### config.mk
export PLATFORM = sky130hd
export DESIGN_NAME = spi_xfer_scheduler
export DESIGN_NICKNAME = d
export VERILOG_FILES = /design/src/rtl/spi_sched_pkg.sv /design/src/rtl/spi_rr_arbiter.sv /design/src/rtl/spi_xfer_scheduler.sv
export SDC_FILE = /design/constraint.sdc
export NUM_CORES = 1
export LEC_CHECK = 0
export ABC_CLOCK_PERIOD_IN_PS = 1950
export BUFFER_PORTS_ARGS = -buffer_cell sky130_fd_sc_hd__buf_2
export CAP_MARGIN = 20
export CORE_UTILIZATION = 46
export CTS_BUF_LIST = sky130_fd_sc_hd__clkbuf_8
export CTS_CLUSTER_DIAMETER = 100
export DETAILED_ROUTE_END_ITERATION = 10
export PLACE_DENSITY = 0.78
export SETUP_SLACK_MARGIN = 0.5
export SYNTH_ARGS = -nofsm -noshare
export SYNTH_HDL_FRONTEND = slang
export SYNTH_HIERARCHICAL = 1
export SYNTH_SLANG_ARGS = --single-unit
### constraint.sdc
create_clock -name clk -period 1.95 [get_ports clk]
set_input_delay 0.0975 -clock clk [delete_from_list [all_inputs] [get_ports clk]]
set_output_delay 0.0975 -clock clk [all_outputs]
set_load 0.01 [all_outputs]
### src/rtl/spi_sched_pkg.sv
// Shared types and defaults for the SPI transfer scheduler.
// Holds the scheduler FSM state enum and default WIDTH/NREQ.
package spi_sched_pkg;

  localparam int DEF_WIDTH = 8;
  localparam int DEF_NREQ  = 3;

  typedef enum logic [1:0] {
    IDLE,
    LOAD,
    SHIFT,
    DONE
  } state_t;

endpackage

### src/rtl/spi_rr_arbiter.sv
// Combinational round-robin arbiter: first requester at or after ptr wins.
// Ports: req (in), ptr (in), grant one-hot (out), winner index (out).
module spi_rr_arbiter
  import spi_sched_pkg::*;
#(
  parameter int NREQ = DEF_NREQ,
  parameter int IW   = (NREQ > 1) ? $clog2(NREQ) : 1
) (
  input  logic [NREQ-1:0] req,
  input  logic [IW-1:0]   ptr,
  output logic [NREQ-1:0] grant,
  output logic [IW-1:0]   winner
);

  logic          found;
  logic [IW-1:0] idx;

  always_comb begin
    grant  = '0;
    winner = '0;
    found  = 1'b0;
    idx    = '0;
    for (int i = 0; i < NREQ; i++) begin
      idx = IW'((int'(ptr) + i) % NREQ);
      if (!found && req[idx]) begin
        found      = 1'b1;
        grant[idx] = 1'b1;
        winner     = idx;
      end
    end
  end

endmodule

### src/rtl/spi_xfer_scheduler.sv
// Shares one SPI master among NREQ requesters, one slave select each.
// Ports: clk, rst (async low), req/tx_data in; grant/done/rx_data/busy out;
// spi_load/spi_data/spi_ss to master, spi_rx from master.
module spi_xfer_scheduler
  import spi_sched_pkg::*;
#(
  parameter int WIDTH = DEF_WIDTH,
  parameter int NREQ  = DEF_NREQ
) (
  input  logic                  clk,
  input  logic                  rst,
  input  logic [NREQ-1:0]       req,
  input  logic [NREQ*WIDTH-1:0] tx_data,
  output logic [NREQ-1:0]       grant,
  output logic [NREQ-1:0]       done,
  output logic [WIDTH-1:0]      rx_data,
  output logic                  busy,
  output logic                  spi_load,
  output logic [WIDTH-1:0]      spi_data,
  output logic [NREQ-1:0]       spi_ss,
  input  logic [WIDTH-1:0]      spi_rx
);

  localparam int IW = (NREQ > 1) ? $clog2(NREQ) : 1;
  localparam int CW = $clog2(WIDTH);
  localparam logic [CW-1:0] CNT_LAST = CW'(WIDTH - 1);
  localparam logic [IW-1:0] IDX_LAST = IW'(NREQ - 1);

  state_t          state;
  state_t          state_d;
  logic [IW-1:0]   ptr;
  logic [IW-1:0]   owner;
  logic [IW-1:0]   arb_win;
  logic [NREQ-1:0] arb_gnt;
  logic [CW-1:0]   cnt;

  spi_rr_arbiter #(
    .NREQ (NREQ),
    .IW   (IW)
  ) u_arb (
    .req    (req),
    .ptr    (ptr),
    .grant  (arb_gnt),
    .winner (arb_win)
  );

  always_comb begin
    state_d = state;
    unique case (state)
      IDLE:    if (|req) state_d = LOAD;
      LOAD:    state_d = SHIFT;
      SHIFT:   if (cnt == CNT_LAST) state_d = DONE;
      DONE:    state_d = IDLE;
      default: state_d = IDLE;
    endcase
  end

  // Strobes decode from state so an async reset drops them at once.
  always_comb begin
    busy     = 1'b0;
    spi_load = 1'b0;
    spi_ss   = '0;
    done     = '0;
    unique case (state)
      IDLE:  ;
      LOAD: begin
        busy     = 1'b1;
        spi_load = 1'b1;
      end
      SHIFT: begin
        busy   = 1'b1;
        spi_ss = grant;
      end
      DONE: begin
        busy = 1'b1;
        done = grant;
      end
      default: ;
    endcase
  end

  always_ff @(posedge clk or negedge rst) begin
    if (!rst) begin
      state    <= IDLE;
      ptr      <= '0;
      owner    <= '0;
      cnt      <= '0;
      grant    <= '0;
      spi_data <= '0;
      rx_data  <= '0;
    end else begin
      state <= state_d;
      unique case (state)
        IDLE: begin
          if (|req) begin
            grant    <= arb_gnt;
            owner    <= arb_win;
            spi_data <= tx_data[arb_win*WIDTH +: WIDTH];
          end
        end
        LOAD: cnt <= '0;
        SHIFT: begin
          if (cnt != CNT_LAST) cnt <= cnt + 1'b1;
        end
        DONE: begin
          rx_data <= spi_rx;
          grant   <= '0;
          ptr     <= (owner == IDX_LAST) ? '0 : owner + 1'b1;
        end
        default: ;
      endcase
    end
  end

endmodule

# [Yosys cells after proc, flatten, opt, wreduce, memory -nomap -nowiden]
# Cells that the tools add are included.
[op_classes] n_reduce_logical=16 bitwise_logic=2 n_mul=0 muxes=32 add_sub_neg=4 eq_ne=9 n_lt_le_gt_ge=6 div_mod_pow=3 shift=1
[ops] op="remainder unit 32 x 3 -> 32 bit (second input constant)" n=2
[ops] op="remainder unit 3 x 3 -> 32 bit (second input constant)" n=1
[ops] op="variable part select 24 x 6 -> 8 bit" n=1
[ops] op="two-way mux 3 bit" n=7
[ops] op="two-way mux 2 bit" n=6
[ops] op="case mux 3 bit (2 select lines)" n=2
[ops] op="two-way mux 1 bit" n=10
[ops] op="< comparator 2 x 3 -> 1 bit (second input constant)" n=3
[ops] op="case mux 2 bit (4 select lines)" n=1
[ops] op="AND reduction 2 bit" n=4
[ops] op="binary-select mux 1 bit (select 2 bit)" n=3
[ops] op="demux 1 bit (select 2 bit)" n=3
[ops] op="== test 2 bit (second input constant)" n=3
[ops] op="greater-or-equal comparator 2 x 1 -> 1 bit (second input constant)" n=3
[ops] op="inequality test 2 bit (second input constant)" n=3
[ops] op="bitwise OR 3 bit" n=2
[ops] op="OR reduction 3 bit" n=2
[ops] op="logical AND 1 bit" n=5
[ops] op="nonzero test 2 bit" n=2
[ops] op="adder 2 x 1 -> 3 bit (second input constant)" n=1
[ops] op="adder 2 x 2 -> 3 bit (second input constant)" n=1
[ops] op="adder 3 x 1 -> 3 bit (second input constant)" n=1
[ops] op="== test 3 bit (second input constant)" n=1
[ops] op="inequality test 3 bit (second input constant)" n=1
[ops] op="4 further kinds" n=5
[totals] reg_bits=28 in_bits=37 output_inout_bits=27 latchBits=0 elab_cells=80 ramBits=0 memories=0 mem_bits_ro=0

# [Depth between registers and ports, before layout]
# Gate-level depths: netlist of the first run.
[depth] depth_word=12 ltp_mapped=12 depth_no_buf=9

# [By module]
# The synthesis of the first run kept the hierarchy.
[by_module_without_submodules] module="spi_xfer_scheduler" n_inst=1 area_per_inst_um2=1446.4 cells_per_inst=130
[by_module_without_submodules] module="spi_rr_arbiter" n_inst=1 area_per_inst_um2=266.5 cells_per_inst=38

# [Least setup slack after synthesis of the first run]
# Ideal clock, no wire load.
[synth_timing] path_type="reg2reg" from="register ptr[1]" to="register spi_data[0]" stages_incl_launch_ff=13 arrival_time_ns=1.952 path_buffers=3 setup_ns=0.138 synth_period_minus_slack_ns=2.090 path_slack_ns=-0.140 required_time_ns=1.812 path_cell_list="dfrtp_1 > inv_1 > ha_1 > buf_6 > mux2i_1 > a32o_1 > a2bb2oi_2 > nor2_1 > buf_2 > nor2b_1 > buf_2 > a2bb2oi_1 > o21ai_0"
[synth_via] elab_chain_cells=11 elab_cells_between_ends=21
[synth_lines] element="start: declaration" line_no="spi_xfer_scheduler.sv:31" source="logic [IW-1:0] ptr;"
[synth_lines] element="start signal: assignment" line_no="spi_xfer_scheduler.sv:108" source="ptr <= (owner == IDX_LAST) ? '0 : owner + 1'b1;"
[synth_lines] element="branches (longest 9 deep; another with remainder unit 32 x 3 -> 32 bit)"
[synth_lines] element="two-way mux 2 bit (*)" line_no="spi_rr_arbiter.sv:25" source="if (!found && req[idx]) begin"
[synth_lines] element="named net arb_win[0]" line_no="spi_xfer_scheduler.sv:33" source="logic [IW-1:0] arb_win;"
[synth_lines] element="variable part select 24 x 6 -> 8 bit (*)" line_no="spi_xfer_scheduler.sv:98" source="spi_data <= tx_data[arb_win*WIDTH +: WIDTH];"
[synth_lines] element="end signal: assignment" line_no="spi_xfer_scheduler.sv:98"
[synth_lines] element="end: declaration" line_no="spi_xfer_scheduler.sv:19" source="output logic [WIDTH-1:0] spi_data,"
# Mark *: on every way through the listed nets, which the timed path passes. The select of a mux whose other input is x is not followed.
# A chain may end at the register's enable or synchronous reset.

# [Worst setup path in the final report of the first run]
# Same ends and word-level chain as after synthesis.

==> results of run 1 <==
worst register-to-register path, stage by stage (launching register included):
cell	delay, ps
dfrtp_1	420
buf_6	140
ha_4	280
nand2_4	50
nor3_4	160
a311oi_2	70
a21oi_2	190
buf_6	180
mux2i_1	250
a2bb2oi_1	200
o21ai_1	70
what timing repair did:
action | 4_1_cts | 5_1_grt
endpoints found under the setup margin | 17 | 20
setup buffers | 9 | 9
hold buffers | 1 | 0
gates resized for setup | 27 | 34
cloned | 0 | 1
pin swaps | 5 | 14
hold endpoints to repair | 28 | 0
power groups by stage:
stage	Sequential, µW	Combinational (µW)	Clock [µW]
global route	1110	3850	385
global placement	1040	2470	0
floorplan	1120	1700	0
CTS	1050	2970	367
detailed placement	1050	2530	0
finish	1080	3600	361
cell usage in the layout, fill, tap and decap left out, drive strengths merged, types with 2 or more instances in the layout:
cell,Yosys,routed
a21oi,6,6
a22o,2,2
a22oi,3,3
a2bb2oi,9,9
and2,6,6
buf,9,101
clkbuf,0,4
dfrtp,28,28
ha,10,10
inv,10,10
mux2,12,12
mux2i,10,10
nand2,19,19
nand3,3,3
nor2,5,5
nor2b,3,3
nor3,2,2
o21ai,13,13
o22ai,2,2
or2,2,2
registers in the layout, indices dropped and copies added, names as in the netlist:
register and count:
spi_data 8, state 2, owner 2, grant 3, cnt 3, ptr 2, rx_data 8
final timing paths:
kind | from | endpoint | cells after the start
worst max-delay path | ptr[1] | spi_data[0] | 10
worst min-delay path | spi_rx[1] | rx_data[1] | 2
worst max register to register | ptr[1] | spi_data[0] | 10
worst min register to register | spi_data[7] | spi_data[7] | 2
max in group asynchronous | rst | ptr[0] | 2
min in group asynchronous | rst | rx_data[1] | 2
area by class of cell:
class	count	area [µm²]
Clock buffer	4	55.1
Tap cell	46	57.6
Sequential cell	28	704
Inverter	10	37.5
Fill cell	241	776
Multi-Input combinational cell	121	1160
Timing Repair Buffer	102	653
metrics by stage:
stage	power [µW]	setup TNS (ps)	worst slack, ps	instance area, µm²	hold slack (ps)
finish	5040	-1280	-195	2670	44.3
global route	5340	-2230	-330	2670	49.9
CTS	4390	-1110	-167	2440	44.6
detailed placement	3580	-2590	-336	2200	148
global placement	3510	-1680	-216	2200	146
floorplan	2820	-833	-104	1750	-198
cell families after synthesis:
kind of cell | count (synthesis) | synth area share, %
buffers and inverters | 19 | 5.55
xor gates and xnor gates | 1 | 0.511
adders and majority gates | 10 | 7.30
and+or+nand+nor | 43 | 12.9
muxes | 22 | 13.7
DFF | 28 | 40.9
AOI/OAI and AO/OA | 45 | 19.1
per-layer routing:
metal,vias up,track usage [%]
met5,-,0
met4,0,7.85
met3,7,2.19
met2,60,39.1
met1,799,31.0
li1,797,-
==> impl_metrics.ini, run 1 <==
[clocking]
cts_made_buffers = 3
cts_max_path_buffers = 2
clk_pin_slew_worst_paths_ps = 90
insertion_delay_ps = 280
cts_tree = built
htreeDepth = 1
cts_sinks = 28
cts_root_buf = clkbuf_8

[routing]
drtIter0Drc = 125
wl_mm = 4.93
met1_length_mm = 2.21
wl_per_cell_um = 15.8
dr_wl_met2_mm = 2.45
vias_per_cell = 5.35
first_pass_iters = 4
met3_length_um = 211
vias = 1663
antenna_left = 0
top_layer = met4
route.detailed.drc = 0

[cells_and_area]
final_cells = 311
diodes = 0
syn_to_final_growth_pct = 55.7
nNetsFinal = 313
layout-drive-gt1-share_pct = 58.5
post-route-util_pct = 77.5

[setup_path]
cpMostUsedCell = buf_6
crit_type = reg -> reg
worstPathMaxFanout = 6
end_kind = flop
crit_path_cell_trace = buf_6, ha_4, nand2_4, nor3_4, a311oi_2, a21oi_2, buf_6, mux2i_1, a2bb2oi_1, o21ai_1
cp.arrival_ps = 2280
worstPathRequired_ps = 2090
max_stage_delay_ps = 420
cpMaxStageDelayCell = dfrtp_1
cp-start-kind = flop
crit_family = compound AO/OA/AOI/OAI gates
cp.buffers_inverters = 2
ff2ff_setup_slack_ps = -200

[logic_synthesis]
synthesis.area_mm2 = 0.00171
synth_warnings = 6
synth_edf_count = 0
synthDistinctLibCells = 36
yosys.area.top_type_share_pct = 40.9
synth_top_area_cell = dfrtp_1
ys_top_cells_by_count = dfrtp_1 (28), nand2_1 (19), o21ai_0 (13), mux2_2 (12)
seq_area_frac_synth_pct = 40.9
synth.most_common_cell = dfrtp_1
yosys_most_used_dff = dfrtp_1
ys_ff_latch = 28
synthesis.nets = 215
synth_area_leaders = dfrtp_1 (41%), mux2_2 (7.9%), ha_1 (7.3%)
async_flop_share_pct = 100
postSynthAreaPerCell_um2 = 10.2
syn_inst = 168

[sta]
worst-slew-pin-transition_ps = 794
fin_crit_sh_pct = 110
timing.final.ws_setup_ps = -195
slew-limit-headroom_pct = 47.0
fmax_mhz = 466
fin_skew_ps = 3.95
slew_viol_final = 0
hold_viol = 0
fin_crit_ps = 2150
rsz0062_at_grt = true
setup_viol = 9

[place]
gp_congestion = 0.938
io_buffers = 63
place_hpwl_mm = 3.01
place_inst = 287

[power]
clock_power_share_pct = 7.2
power_frac_comb_pct = 71.4
p_seq_share_pct = 21.5
p_switching_uw = 2040
ir_drop_uv = 1030
swShare_pct = 40.6
power_density_mw_per_mm2 = 1890
p_int_uw = 2990
p_leak_uw = 0.00127

[run_status]
violations = setup timing
status = finished with violations

[floorplan]
die_h_um = 63.0
pin_count = 64
coreArea_mm2 = 0.00344
start_util_pct = 49.8
dieArea_mm2 = 0.00397
die_w_um = 63.0
num_rows = 21

[global_route]
grt_pass1_vias = 1635
grtUsageTotal_pct = 23.2
antenna_found_initial = 0
grt_first_pass_wirelength_mm = 7.33
grt-ovfl-total = 0
grt_max_degree = 29

[worst_hold_path]
hp-class = in -> reg

[run]
drv_cap = 0
(Power assumes the default switching activity.)
==> run 2, diff against run 1 <==
- GPL_TIMING_DRIVEN: default -> 0
==> impl_metrics.ini, run 2 (same netlist as run 1, synthesis figures left out) <==
[run_status]
status = finished with violations
violations = setup timing

[floorplan]
pin_count = 64
num_rows = 21
start_util_pct = 49.8
die_h_um = 63.0
die_w_um = 63.0
coreArea_mm2 = 0.00344
dieArea_mm2 = 0.00397

[place]
io_buffers = 63
gp_congestion = 0.865
place_hpwl_mm = 2.86
place_inst = 277
pre_cts_ws_ps = -397

[global_route]
busiest_layer = met2
grt.met3_usage_pct = 3.10
grt_first_pass_wirelength_mm = 7.56
grt-ovfl-total = 0
met2_usage_pct = 39.4
antenna_found_initial = 0
grtUsageTotal_pct = 24.1
grt_pass1_vias = 1659
use_met1_pct = 33.5
grt_max_degree = 29

[run]
drv_cap = 0

[cells_and_area]
nNetsFinal = 304
mostFrequentLayoutCell = buf_2
diodes = 0
final_cells = 301
mostFrequentLayoutCells = buf_2 (59), dfrtp_1 (27), buf_4 (17), nand2_1 (16), buf_6 (14)
syn_to_final_growth_pct = 54.6
reg.largest.list = rx_data x8, spi_data x8
layout-drive-gt1-share_pct = 61.6

[routing]
vias_per_cell = 5.50
wl_mm = 4.84
antenna_left = 0
first_pass_iters = 4
drtIter0Drc = 77
wl_per_cell_um = 16.1
vias = 1655
route.detailed.drc = 0

[power]
power_frac_comb_pct = 72.8
p_leak_uw = 0.00124
power_density_mw_per_mm2 = 1900
p_int_uw = 2950
swShare_pct = 41.2
ir_drop_uv = 1120
clock_power_share_pct = 6.1
p_switching_uw = 2070
p_seq_share_pct = 21.0

[sta]
worst-slew-pin-transition_ps = 632
setup_viol = 9
slew-limit-headroom_pct = 57.9
timing.final.ws_setup_ps = -294
rsz0062_at_grt = true
hold_viol = 0
fin_crit_sh_pct = 115
fin_skew_ps = 2.56
fmax_mhz = 446
fin_crit_ps = 2240
slew_viol_final = 0

[setup_path]
worstPathRequired_ps = 2080
crit_type = reg -> reg
end_kind = flop
worstPathMaxFanout = 5
cp.arrival_ps = 2380
cp-start-kind = flop

[clocking]
cts_root_buf = clkbuf_8
htreeDepth = 1
cts_max_path_buffers = 2
cts_sinks = 28
cts_made_buffers = 3
clk_pin_slew_worst_paths_ps = 90
cts_tree = built
insertion_delay_ps = 270

[worst_hold_path]
hp-class = in -> reg
-- run 2: changes by cell type in the layout (fill, tap and decap cells not counted), sizes merged --
cell	previous run	this run
buf	101	92
clkbuf	4	3
-- run 2: path summary, 6_finish.rpt --
kind,start,to,slack [ps],depth (start not counted)
max reg2reg,ptr[0],spi_data[2],-290,10
max in group asynchronous,rst,ptr[0],1120,2
min,spi_rx[1],rx_data[1],50,2
min in group asynchronous,rst,rx_data[1],380,2
min reg2reg,spi_data[7],spi_data[7],490,2
max,ptr[0],spi_data[2],-290,10
-- run 2: worst max-delay path, cell delays in order (launching register included) --
cell       delay (ps)
dfrtp_2           460
ha_4              170
buf_6             130
mux2i_4           190
o22ai_4           220
a311oi_2           60
a21oi_2           200
buf_6             180
mux2i_2           240
a2bb2oi_2         180
o21ai_1            90
-- run 2: area by class of cell --
class	instances	area, µm²
Multi-Input combinational cell	121	1180
Fill cell	222	793
Sequential cell	28	702
Timing Repair Buffer	84	520
Buffer	9	105
Tap cell	46	57.6
Clock buffer	3	41.3
Inverter	10	37.5
-- run 2: layer usage --
| layer | up-vias | share of wire, % |
|---|---|---|
| li1 | 777 | - |
| met1 | 820 | 45 |
| met2 | 52 | 50 |
| met3 | 6 | 4.1 |
| met4 | 0 | 1.2 |
| met5 | - | 0 |
-- run 2: timing repair --
action | CTS | global route
hold endpoints to repair | 28 | 0
gates resized for setup | 43 | 31
pin swaps | 9 | 10
endpoints found under the setup margin | 22 | 21
cloned | 1 | 0
hold buffers | 1 | 0
setup buffers | 12 | 7
-- run 2: through the flow --
step	setup TNS (ps)	power [µW]	hold slack [ps]	instance area [µm²]	util [%]
after floorplan	-833	2820	-198	1750	-
after global placement	-2370	3360	146	2120	61.7
after detailed placement	-3090	3420	145	2120	61.7
after CTS	-1740	4480	53.9	2470	71.9
after global routing	-3100	5330	52.4	2650	77.0
final	-2040	5020	52.4	2650	77.0
-- run 2: power by group through the flow --
stage	registers (µW)	logic (µW)	clock network, µW
finish	1060	3660	308
global route	1090	3910	338
CTS	1040	3130	308
detailed placement	1050	2370	0
global placement	1040	2320	0
floorplan	1120	1700	0
